File: src/rtl/adc_csr_init_sequencer.sv
// rtl/adc_csr_init_sequencer.sv - power-up CSR write sequencer for the modular ADC with verify, retry and timeout
module adc_csr_init_sequencer #(
    parameter int                           DELAY_CYCLES   = 5,
    parameter int                           NUM_WRITES     = 1,
    parameter int                           ADDR_W         = 1,
    parameter logic [NUM_WRITES*ADDR_W-1:0] WR_ADDR        = '0,
    parameter logic [NUM_WRITES*32-1:0]     WR_DATA        = 32'h00000001,
    parameter int                           VERIFY         = 0,
    parameter logic [31:0]                  VERIFY_MASK    = 32'hFFFFFFFF,
    parameter int                           MAX_RETRIES    = 2,
    parameter int                           TIMEOUT_CYCLES = 64
) (
    input  logic              Clock_qsys,
    input  logic              Reset_n,
    output logic [ADDR_W-1:0] AdcCsrAddress,
    output logic              AdcCsrReadEn,
    input  logic [31:0]       AdcCsrReadData,
    output logic              AdcCsrWriteEn,
    output logic [31:0]       AdcCsrWriteData,
    input  logic              AdcCsrWaitRequest,
    input  logic              Restart,
    output logic              Busy,
    output logic              Done,
    output logic              Error
);

    // Counter widths; each is at least one bit so degenerate parameters still elaborate.
    localparam int DW = (DELAY_CYCLES > 1)   ? $clog2(DELAY_CYCLES)    : 1;
    localparam int IW = (NUM_WRITES > 1)     ? $clog2(NUM_WRITES)      : 1;
    localparam int RW = (MAX_RETRIES > 0)    ? $clog2(MAX_RETRIES + 1) : 1;
    localparam int TW = (TIMEOUT_CYCLES > 1) ? $clog2(TIMEOUT_CYCLES)  : 1;

    localparam logic [DW-1:0] DELAY_LOAD = DW'(DELAY_CYCLES - 1);
    localparam logic [IW-1:0] LAST_IDX   = IW'(NUM_WRITES - 1);
    localparam logic [RW-1:0] RETRY_MAX  = RW'(MAX_RETRIES);
    localparam logic [TW-1:0] TMO_LAST   = TW'((TIMEOUT_CYCLES > 0) ? TIMEOUT_CYCLES - 1 : 0);

    typedef enum logic [2:0] {
        S_RESET,
        S_DELAY,
        S_WRITE,
        S_READ,
        S_CHECK,
        S_DONE,
        S_ERROR
    } state_t;

    state_t            state_q, state_d;
    logic [DW-1:0]     delay_q, delay_d;
    logic [IW-1:0]     idx_q,   idx_d;
    logic [RW-1:0]     retry_q, retry_d;
    logic [TW-1:0]     tmo_q,   tmo_d;

    logic [ADDR_W-1:0] sel_addr;
    logic [31:0]       sel_data;
    logic              tmo_hit;
    logic              rd_match;

    // Look up the current list entry's address and data.
    always_comb begin
        sel_addr = '0;
        sel_data = '0;
        for (int i = 0; i < NUM_WRITES; i++) begin
            if (idx_q == IW'(i)) begin
                sel_addr = WR_ADDR[i*ADDR_W +: ADDR_W];
                sel_data = WR_DATA[i*32 +: 32];
            end
        end
    end

    // A stalled cycle that would be the TIMEOUT_CYCLES-th consecutive one aborts the sequence.
    assign tmo_hit  = (TIMEOUT_CYCLES != 0) && (tmo_q == TMO_LAST);
    assign rd_match = ((AdcCsrReadData ^ sel_data) & VERIFY_MASK) == 32'h0;

    // Next-state logic; the stall counter defaults to clear so any exit or acceptance resets it.
    always_comb begin
        state_d = state_q;
        delay_d = delay_q;
        idx_d   = idx_q;
        retry_d = retry_q;
        tmo_d   = '0;
        unique case (state_q)
            S_RESET: begin
                state_d = S_DELAY;
                delay_d = DELAY_LOAD;
                idx_d   = '0;
                retry_d = '0;
            end
            S_DELAY: begin
                if (delay_q == '0) begin
                    state_d = S_WRITE;
                end else begin
                    delay_d = delay_q - 1'b1;
                end
            end
            S_WRITE: begin
                if (AdcCsrWaitRequest) begin
                    if (tmo_hit) begin
                        state_d = S_ERROR;
                    end else begin
                        tmo_d = tmo_q + 1'b1;
                    end
                end else if (VERIFY != 0) begin
                    state_d = S_READ;
                end else if (idx_q == LAST_IDX) begin
                    state_d = S_DONE;
                end else begin
                    idx_d = idx_q + 1'b1;
                end
            end
            S_READ: begin
                if (AdcCsrWaitRequest) begin
                    if (tmo_hit) begin
                        state_d = S_ERROR;
                    end else begin
                        tmo_d = tmo_q + 1'b1;
                    end
                end else begin
                    state_d = S_CHECK;
                end
            end
            S_CHECK: begin
                if (rd_match) begin
                    retry_d = '0;
                    if (idx_q == LAST_IDX) begin
                        state_d = S_DONE;
                    end else begin
                        idx_d   = idx_q + 1'b1;
                        state_d = S_WRITE;
                    end
                end else if (retry_q < RETRY_MAX) begin
                    retry_d = retry_q + 1'b1;
                    state_d = S_WRITE;
                end else begin
                    state_d = S_ERROR;
                end
            end
            S_DONE, S_ERROR: begin
                if (Restart) begin
                    state_d = S_DELAY;
                    delay_d = DELAY_LOAD;
                    idx_d   = '0;
                    retry_d = '0;
                end
            end
            default: begin
                state_d = S_RESET;
            end
        endcase
    end

    // Moore output decode from the registered state and entry index.
    always_comb begin
        AdcCsrAddress   = '0;
        AdcCsrReadEn    = 1'b0;
        AdcCsrWriteEn   = 1'b0;
        AdcCsrWriteData = 32'h0;
        Busy            = 1'b1;
        Done            = 1'b0;
        Error           = 1'b0;
        case (state_q)
            S_WRITE: begin
                AdcCsrWriteEn   = 1'b1;
                AdcCsrAddress   = sel_addr;
                AdcCsrWriteData = sel_data;
            end
            S_READ: begin
                AdcCsrReadEn  = 1'b1;
                AdcCsrAddress = sel_addr;
            end
            S_DONE: begin
                Busy = 1'b0;
                Done = 1'b1;
            end
            S_ERROR: begin
                Busy  = 1'b0;
                Error = 1'b1;
            end
            default: begin
            end
        endcase
    end

    // State and counter registers with synchronous active-low reset.
    always_ff @(posedge Clock_qsys) begin
        if (!Reset_n) begin
            state_q <= S_RESET;
            delay_q <= '0;
            idx_q   <= '0;
            retry_q <= '0;
            tmo_q   <= '0;
        end else begin
            state_q <= state_d;
            delay_q <= delay_d;
            idx_q   <= idx_d;
            retry_q <= retry_d;
            tmo_q   <= tmo_d;
        end
    end

endmodule

File: config.mk
export PLATFORM = sky130hd
export DESIGN_NAME = adc_csr_init_sequencer
export DESIGN_NICKNAME = d
export VERILOG_FILES = /design/src/rtl/adc_csr_init_sequencer.sv
export SDC_FILE = /design/constraint.sdc
export NUM_CORES = 1
export LEC_CHECK = 0
export BUFFER_PORTS_ARGS = -buffer_cell sky130_fd_sc_hd__buf_2
export CAP_MARGIN = 0
export CELL_PAD_IN_SITES_DETAIL_PLACEMENT = 0
export CELL_PAD_IN_SITES_GLOBAL_PLACEMENT = 2
export CORE_AREA = 2 2 74 76
export CTS_CLUSTER_SIZE = 28
export DETAILED_ROUTE_END_ITERATION = 6
export DIE_AREA = 0 0 76 78
export GPL_TIMING_DRIVEN = 0
export PLACE_DENSITY_LB_ADDON = 0.1
export SYNTH_ARGS = -nofsm -noshare
export SYNTH_HDL_FRONTEND = slang
export SYNTH_SLANG_ARGS = --single-unit
File: constraint.sdc
create_clock -name Clock_qsys -period 3.7 [get_ports Clock_qsys]
set_input_delay 0.185 -clock Clock_qsys [delete_from_list [all_inputs] [get_ports Clock_qsys]]
set_output_delay 0.185 -clock Clock_qsys [all_outputs]
set_load 0.1 [all_outputs]
==> metrics.log, run 1 <==
[metrics] clock buffer count from CTS: 3
[metrics] average wire per cell in the routed design: 9.918 um
[metrics] total of endpoints with negative setup slack in the final report: 0
[metrics] antenna violations before repair: 0
[metrics] buffer depth of the longest clock path: 2
[metrics] post-route setup TNS: 0 ns
[metrics] average footprint of a synthesized cell: 8.082 um2
[metrics] total via count after detailed routing: 1142
[metrics] most frequent cell on the critical path: sky130_fd_sc_hd__buf_2
[metrics] number of hold buffers added after cts: 0
[metrics] areal power density over the cells: 576.8 nW/um2
[metrics] maximum operating frequency: 0.5576 GHz
[metrics] slowest stage delay, CP: around 0.45 ns
[metrics] count of nets after finishing: 264
[metrics] iteration count of the initial detailed-routing pass: 4
[metrics] clk_lat worst skew: around 0.24 ns
[metrics] number of cells in the design after placement: between 200 and 300
[metrics] library cell used as clock root buffer: sky130_fd_sc_hd__clkbuf_8
[metrics] min-delay worst type: input port to register
[metrics] count of non-filler cells in the finished layout: 293
[metrics] Syn Std Cell Area: 1196 um2
[metrics] crit-path cells: buf_2 -> buf_4 -> nor3b_2 -> buf_2
[metrics] Total Die Area: 5928 um2
[metrics] total leakage power: 0.0008132 uW
[metrics] width of the die: 76 um
[metrics] fraction of the cycle the final worst path needs: 48.47%
[metrics] kind of start point of the critical path: register
[metrics] biggest fanout along the worst timing path: 10
[metrics] All-Layer GR Usage: 9.808%
[metrics] setup repair after global routing missed its margin: no
[metrics] Detail Route Antenna Nets: 0
[metrics] violation count after the first detailed-route iteration: 67
[metrics] post-route DRC violation count: 0
[metrics] Top Ports: 74
[metrics] number of sinks handled by clock tree synthesis: 14
[metrics] level count of the clock H-tree: 1
[metrics] Worst Hold Slack: between 0.2 and 0.3 ns
[metrics] sequential cell area in the final layout: approximately 280 um2
[metrics] count of final max-slew check failures: 0
[metrics] top cell type by total area after synthesis: sky130_fd_sc_hd__dfxtp_1
[metrics] sort of element at the end of the critical path: output port
[metrics] number of diodes added for antenna fixing: 0
[metrics] post-CTS setup repair buffer count: 0
[metrics] Synth top area share: between 20% and 30%
[metrics] # Max-Cap Violations: 0
[metrics] EDFF count, synth: 0
[metrics] Synth async-reset ratio: 0%
[metrics] CP Data Arrival Time: 1.61 ns
[metrics] post-synth cell types: 47
[metrics] Routed WL: 2906 um
[metrics] multi-input gate area in the final layout: 713.2 um2
[metrics] weighted congestion at the end of routability-driven global placement: 0.7257
[metrics] maximum clock skew at final layout: 0.005479 ns
[metrics] first-pass GRT wire length: 4774 um
[metrics] Starting Density: 23.72%
[metrics] leading cell type in the layout, fill and taps excluded: sky130_fd_sc_hd__buf_2
[metrics] flip-flop and latch count after synthesis: 14
[metrics] number of global-route vias before repair: 1090
[metrics] number of rows created at floorplan: 26
[metrics] Synth warnings: 0
[metrics] proportion of synthesized chip area in sequential cells: 23.43%
[metrics] outcome: complete, no violations
[metrics] input/output buffers: 41
[metrics] core area: between 5000 and 6000 um2
[metrics] highest-count cells in the layout ignoring fill and taps: 42 x sky130_fd_sc_hd__buf_2, 34 x sky130_fd_sc_hd__buf_4, 32 x sky130_fd_sc_hd__conb_1
[metrics] Detailed Place HPWL: around 2500 um
[metrics] top flip-flop cell by instance count after synthesis: sky130_fd_sc_hd__dfxtp_1
[metrics] height of the die: 78 um
[metrics] Crit Path Category: register to output port
[metrics] CP Data Required Time: 3.51 ns
[metrics] final-report hold violation count: 0
[metrics] worst-case vdd ir drop: 316.9 uV
[metrics] remaining global-route overflow: 0
[metrics] Synth-to-Final Area Change: 38.08%
[metrics] slowest stage cell on the critical path: sky130_fd_sc_hd__buf_2
[metrics] final critical delay including setup and external delays: approximately 1.8 ns
[metrics] Final Total Pwr: 952.6 uW
[metrics] via density per instance: 3.898
[metrics] share of final-layout standard cells stronger than drive strength 1: 41.26%
[metrics] Resized cells post-CTS: 0
[metrics] clock input transition at the sequential cells of the worst setup and hold paths: 0.06 ns
[metrics] clock tree from TritonCTS: built
[metrics] Syn Inst Count: ~150
[metrics] maximum number of pins on one net before global-route repair: 11
[metrics] cells taking the most area after synthesis: sky130_fd_sc_hd__dfxtp_1 23%, sky130_fd_sc_hd__buf_4 21%, sky130_fd_sc_hd__nand2_1 4.1%, sky130_fd_sc_hd__nor4_1 3.7%, sky130_fd_sc_hd__nor2_1 3.5%
[metrics] final core utilization: about a third
[metrics] Layout fillers: 557
[metal layers]
metal / track usage [%] / vias up / routed length (um)
met5: 0 / - / 0
met4: 2.364 / 0 / 31
met3: 3.605 / 4 / 206
met2: 17.32 / 36 / 1426
met1: 11.28 / 509 / 1242
li1: - / 593 / -
[cells in the mapped netlist, types with 2 or more instances]
library cell,count
sky130_fd_sc_hd__buf_4,34
sky130_fd_sc_hd__dfxtp_1,14
sky130_fd_sc_hd__nand2_1,13
sky130_fd_sc_hd__nor2_1,11
sky130_fd_sc_hd__inv_1,7
sky130_fd_sc_hd__nor4_1,7
sky130_fd_sc_hd__nand3_1,5
sky130_fd_sc_hd__a21oi_1,4
sky130_fd_sc_hd__mux2i_1,4
sky130_fd_sc_hd__buf_6,3
sky130_fd_sc_hd__ha_1,3
sky130_fd_sc_hd__o21ai_1,3
sky130_fd_sc_hd__xor2_1,3
sky130_fd_sc_hd__and2_1,2
sky130_fd_sc_hd__nand4_1,2
sky130_fd_sc_hd__xnor2_1,2
[cells by family after synthesis]
| group | synth area share [%] |
|---|---|
| AND/OR/NAND/NOR | 25.21 |
| buffers and inverters | 27.09 |
| AO/OA/AOI/OAI | 12.55 |
| flip-flops | 23.43 |
| XOR/XNOR | 3.662 |
| multiplexers | 4.602 |
| adder cells (fa/ha/maj) | 3.138 |
| other | 0.3135 |
[final cells by class]
type / instances / area share (%)
flip-flops and latches: 14 / 16.97
clock buffers: 3 / 2.500
well taps: 70 / 5.303
inverters: 7 / 1.591
plain buffers: 39 / 18.03
repair buffers: 41 / 12.42
multi-input cells: 119 / 43.18
[final timing paths]
check | start | endpoint | slack [ns] | depth (start not counted)
setup reg to reg | delay_q[0] | state_q[0] | 2.23 | 7
hold / removal | Reset_n | state_q[2] | 0.26 | 2
setup / recovery | state_q[2] | Done | 1.91 | 4
hold reg to reg | tmo_q[0] | tmo_q[0] | 0.45 | 1
[power by group]
part | switching, uW | total, uW | internal (uW)
registers | 16.7 | 197 | 180
logic | 425 | 629 | 204
clock network | 54.2 | 126 | 72.0
[stage by stage]
step	worst slack, ns	instance area [um2]
after floorplan	0.7262	1318
after global routing	1.786	1652
after CTS	1.879	1652
after detailed placement	2.157	1610
after global placement	2.180	1610
final	1.906	1652
[state kept, by name, indices dropped and copies added, names as in the netlist]
signal and cells:
tmo_q 6, delay_q 3, state_q 3, retry_q 2
[critical path: cells and delay by family (launching register included)]
family                 cells  cell delay, ns
AND/OR/NAND/NOR            1            0.19
buffers and inverters      3            0.87
flip-flops                 1            0.30
Power figures use the tool's default switching activity.
==> run 2: changes to the inputs <==
--- a/config.mk
+++ b/config.mk
@@ -9,10 +9,10 @@
 export CAP_MARGIN = 0
 export CELL_PAD_IN_SITES_DETAIL_PLACEMENT = 0
 export CELL_PAD_IN_SITES_GLOBAL_PLACEMENT = 2
-export CORE_AREA = 2 2 74 76
+export CORE_AREA = 2 2 81 83
 export CTS_CLUSTER_SIZE = 28
 export DETAILED_ROUTE_END_ITERATION = 6
-export DIE_AREA = 0 0 76 78
+export DIE_AREA = 0 0 83 85
 export GPL_TIMING_DRIVEN = 0
 export PLACE_DENSITY_LB_ADDON = 0.1
 export SYNTH_ARGS = -nofsm -noshare
==> constraint.sdc (replaced) <==
create_clock -name Clock_qsys -period 1.6 [get_ports Clock_qsys]
set_input_delay 0.08 -clock Clock_qsys [delete_from_list [all_inputs] [get_ports Clock_qsys]]
set_output_delay 0.08 -clock Clock_qsys [all_outputs]
set_load 0.1 [all_outputs]
==> metrics.log, run 2 (same netlist as run 1, synthesis figures left out) <==
[metrics] post-CTS setup repair buffer count: 0
[metrics] worst path bufs/invs: 3
[metrics] fraction of the cycle the final worst path needs: around 95%
[metrics] maximum operating frequency: 0.6563 GHz
[metrics] crit-path cells: buf_6 -> inv_2 -> and3_1 -> nor2_4 -> buf_4
[metrics] internal power contribution: 1145 uW
[metrics] via density per instance: 3.787
[metrics] share of final-layout standard cells stronger than drive strength 1: 44.64%
[metrics] GRT Max-Usage Layer: met2
[metrics] total leakage power: 0.0008302 uW
[metrics] violation count after the first detailed-route iteration: 22
[metrics] input/output buffers: 41
[metrics] count of nets after finishing: 264
[metrics] slowest stage delay, CP: about 0.36 ns
[metrics] setup repair after global routing missed its margin: no
[metrics] CP Data Required Time: 1.52 ns
[metrics] post-route design area: 1722 um2
[metrics] clock input transition at the sequential cells of the worst setup and hold paths: 0.07 ns
[metrics] Largest register FFs: 6
[metrics] registers with the most flip-flops: tmo_q x6, delay_q x3, state_q x3
[metrics] number of global-route vias before repair: ~1100
[metrics] total of endpoints with negative setup slack in the final report: 0
[metrics] met2 layer usage reported by global route: 13.12%
[metrics] switching power: 1186 uW
[metrics] met3 Usage GRT: between 2 and 3%
[metrics] Layout fillers: 684
[metrics] Synth-to-Final Area Change: 43.93%
[metrics] sort of element at the end of the critical path: output port
[metrics] global routing usage on met1: approximately a tenth
[metrics] final-report hold violation count: 0
[metrics] Detail Route Antenna Nets: 0
[metrics] Crit Path Category: register to output port
[metrics] outcome: complete, no violations
[metrics] leading cell type in the layout, fill and taps excluded: sky130_fd_sc_hd__buf_4
[metrics] min-delay worst type: input port to register
[metrics] Routed WL: 2810 um
[metrics] Starting Density: 19.28%
[metrics] CP Data Arrival Time: roughly 1.4 ns
[metrics] level count of the clock H-tree: 1
[metrics] Most flops, register: tmo_q
[metrics] Detailed Place HPWL: 2380 um
[metrics] maximum clock skew at final layout: 0.007194 ns
[metrics] iteration count of the initial detailed-routing pass: 4
[metrics] number of diodes added for antenna fixing: 0
[metrics] height of the die: 85 um
[metrics] biggest fanout along the worst timing path: 10
[metrics] post-route setup TNS: 0 ns
[metrics] Gate power share: 64.8%
[metrics] family of cells with the greatest summed delay on the critical path: buffers and inverters
[metrics] slowest stage cell on the critical path: sky130_fd_sc_hd__dfxtp_2
[metrics] Worst Hold Slack: 0.1428 ns
[metrics] areal power density over the cells: 1354 nW/um2
[metrics] All-Layer GR Usage: 8.299%
[metrics] count of final max-slew check failures: 0
[metrics] buffer depth of the longest clock path: 2
[metrics] # Max-Cap Violations: 0
[metrics] highest-count cells in the layout ignoring fill and taps: 37 x sky130_fd_sc_hd__buf_4, 36 x sky130_fd_sc_hd__buf_2, 32 x sky130_fd_sc_hd__conb_1
[metrics] width of the die: just over 80 um
[metrics] average wire per cell in the routed design: 9.336 um
[metrics] Top Ports: 74
[metrics] post-route DRC violation count: 0
[metrics] clock tree from TritonCTS: built
[metrics] number of sinks handled by clock tree synthesis: 14
[metrics] weighted congestion at the end of routability-driven global placement: 0.7463
[metrics] Total Die Area: about 7100 um2
[metrics] proportion of total power due to net switching: 50.88%
[metrics] first-pass GRT wire length: between 4000 and 5000 um
[metrics] number of rows created at floorplan: 29
[metrics] Clock Power Share: 15.5%
[metrics] sequential fraction of design power: 19.7%
[metrics] library cell used as clock root buffer: sky130_fd_sc_hd__clkbuf_8
[metrics] final critical delay including setup and external delays: 1.524 ns
[metrics] post-detailed-placement cell area: around 1600 um2
[metrics] multi-input gate area in the final layout: 735.7 um2
[metrics] sequential cell area in the final layout: 282.8 um2
[metrics] number of hold buffers added after cts: 0
[metrics] core area: 6205 um2
[metrics] Final Total Pwr: 2330 uW
[metrics] maximum number of pins on one net before global-route repair: 11
[metrics] clock buffer count from CTS: 3
[metrics] remaining global-route overflow: 0
[metrics] total via count after detailed routing: 1140
[metrics] clk_lat worst skew: approximately 0.25 ns
[metrics] worst-case vdd ir drop: 830.1 uV
[metrics] antenna violations before repair: 0
[metrics] kind of start point of the critical path: register
-- run 2: cell types whose count changed in the layout (fill, tap and decap cells not counted), sizes merged --
cell,delta
clkbuf,+2
buf,-1
-- run 2: cell type report --
type / instances / share of cell area [%]
multi-input cells: 119 / 42.73
plain buffers: 39 / 17.88
flip-flops and latches: 14 / 16.42
repair buffers: 41 / 12.65
well taps: 77 / 5.596
clock buffers: 4 / 3.198
inverters: 7 / 1.526
-- run 2: power by group through the flow --
stage	clock, uW	combinational (uW)	sequential, uW
final	362	1510	459
after global routing	386	1610	467
after CTS	373	1490	459
after detailed placement	0	1480	466
after global placement	0	1470	464
after floorplan	0	1280	460
-- run 2: path summary, 6_finish.rpt --
path                            startpoint          to  slack, ns  cells after the start
worst min register to register    tmo_q[0]    tmo_q[0]       0.45                      1
worst min-delay path               Reset_n  retry_q[0]       0.14                      3
worst max register to register  delay_q[0]  state_q[0]       0.09                      7
worst max-delay path            state_q[0]        Busy       0.08                      5
-- run 2: timing repair --
item	4_1_cts	5_1_grt
gates resized for setup	4	2
pin swaps	0	1
setup endpoints to repair	4	2
-- run 2: metal layers --
layer | vias up | part of all wire (%)
li1 | 594 | -
met1 | 486 | 44
met2 | 56 | 45
met3 | 4 | 9.8
met4 | 0 | 1.2
met5 | - | 0
-- run 2: worst min-delay path, stage by stage --
cell                      delay [ns]
sky130_fd_sc_hd__buf_2          0.13
sky130_fd_sc_hd__nand2_1        0.06
sky130_fd_sc_hd__o32ai_1        0.07
-- run 2: metrics by stage --
stage | setup WS, ns | cells | utilization [%]
global route | 0.008725 | 301 | 27.75
global placement | 0.1045 | 297 | 26.56
CTS | 0.05245 | 301 | 27.61
floorplan | -0.2561 | 179 | -
detailed placement | 0.09330 | 297 | 26.56
finish | 0.07628 | 301 | 27.75
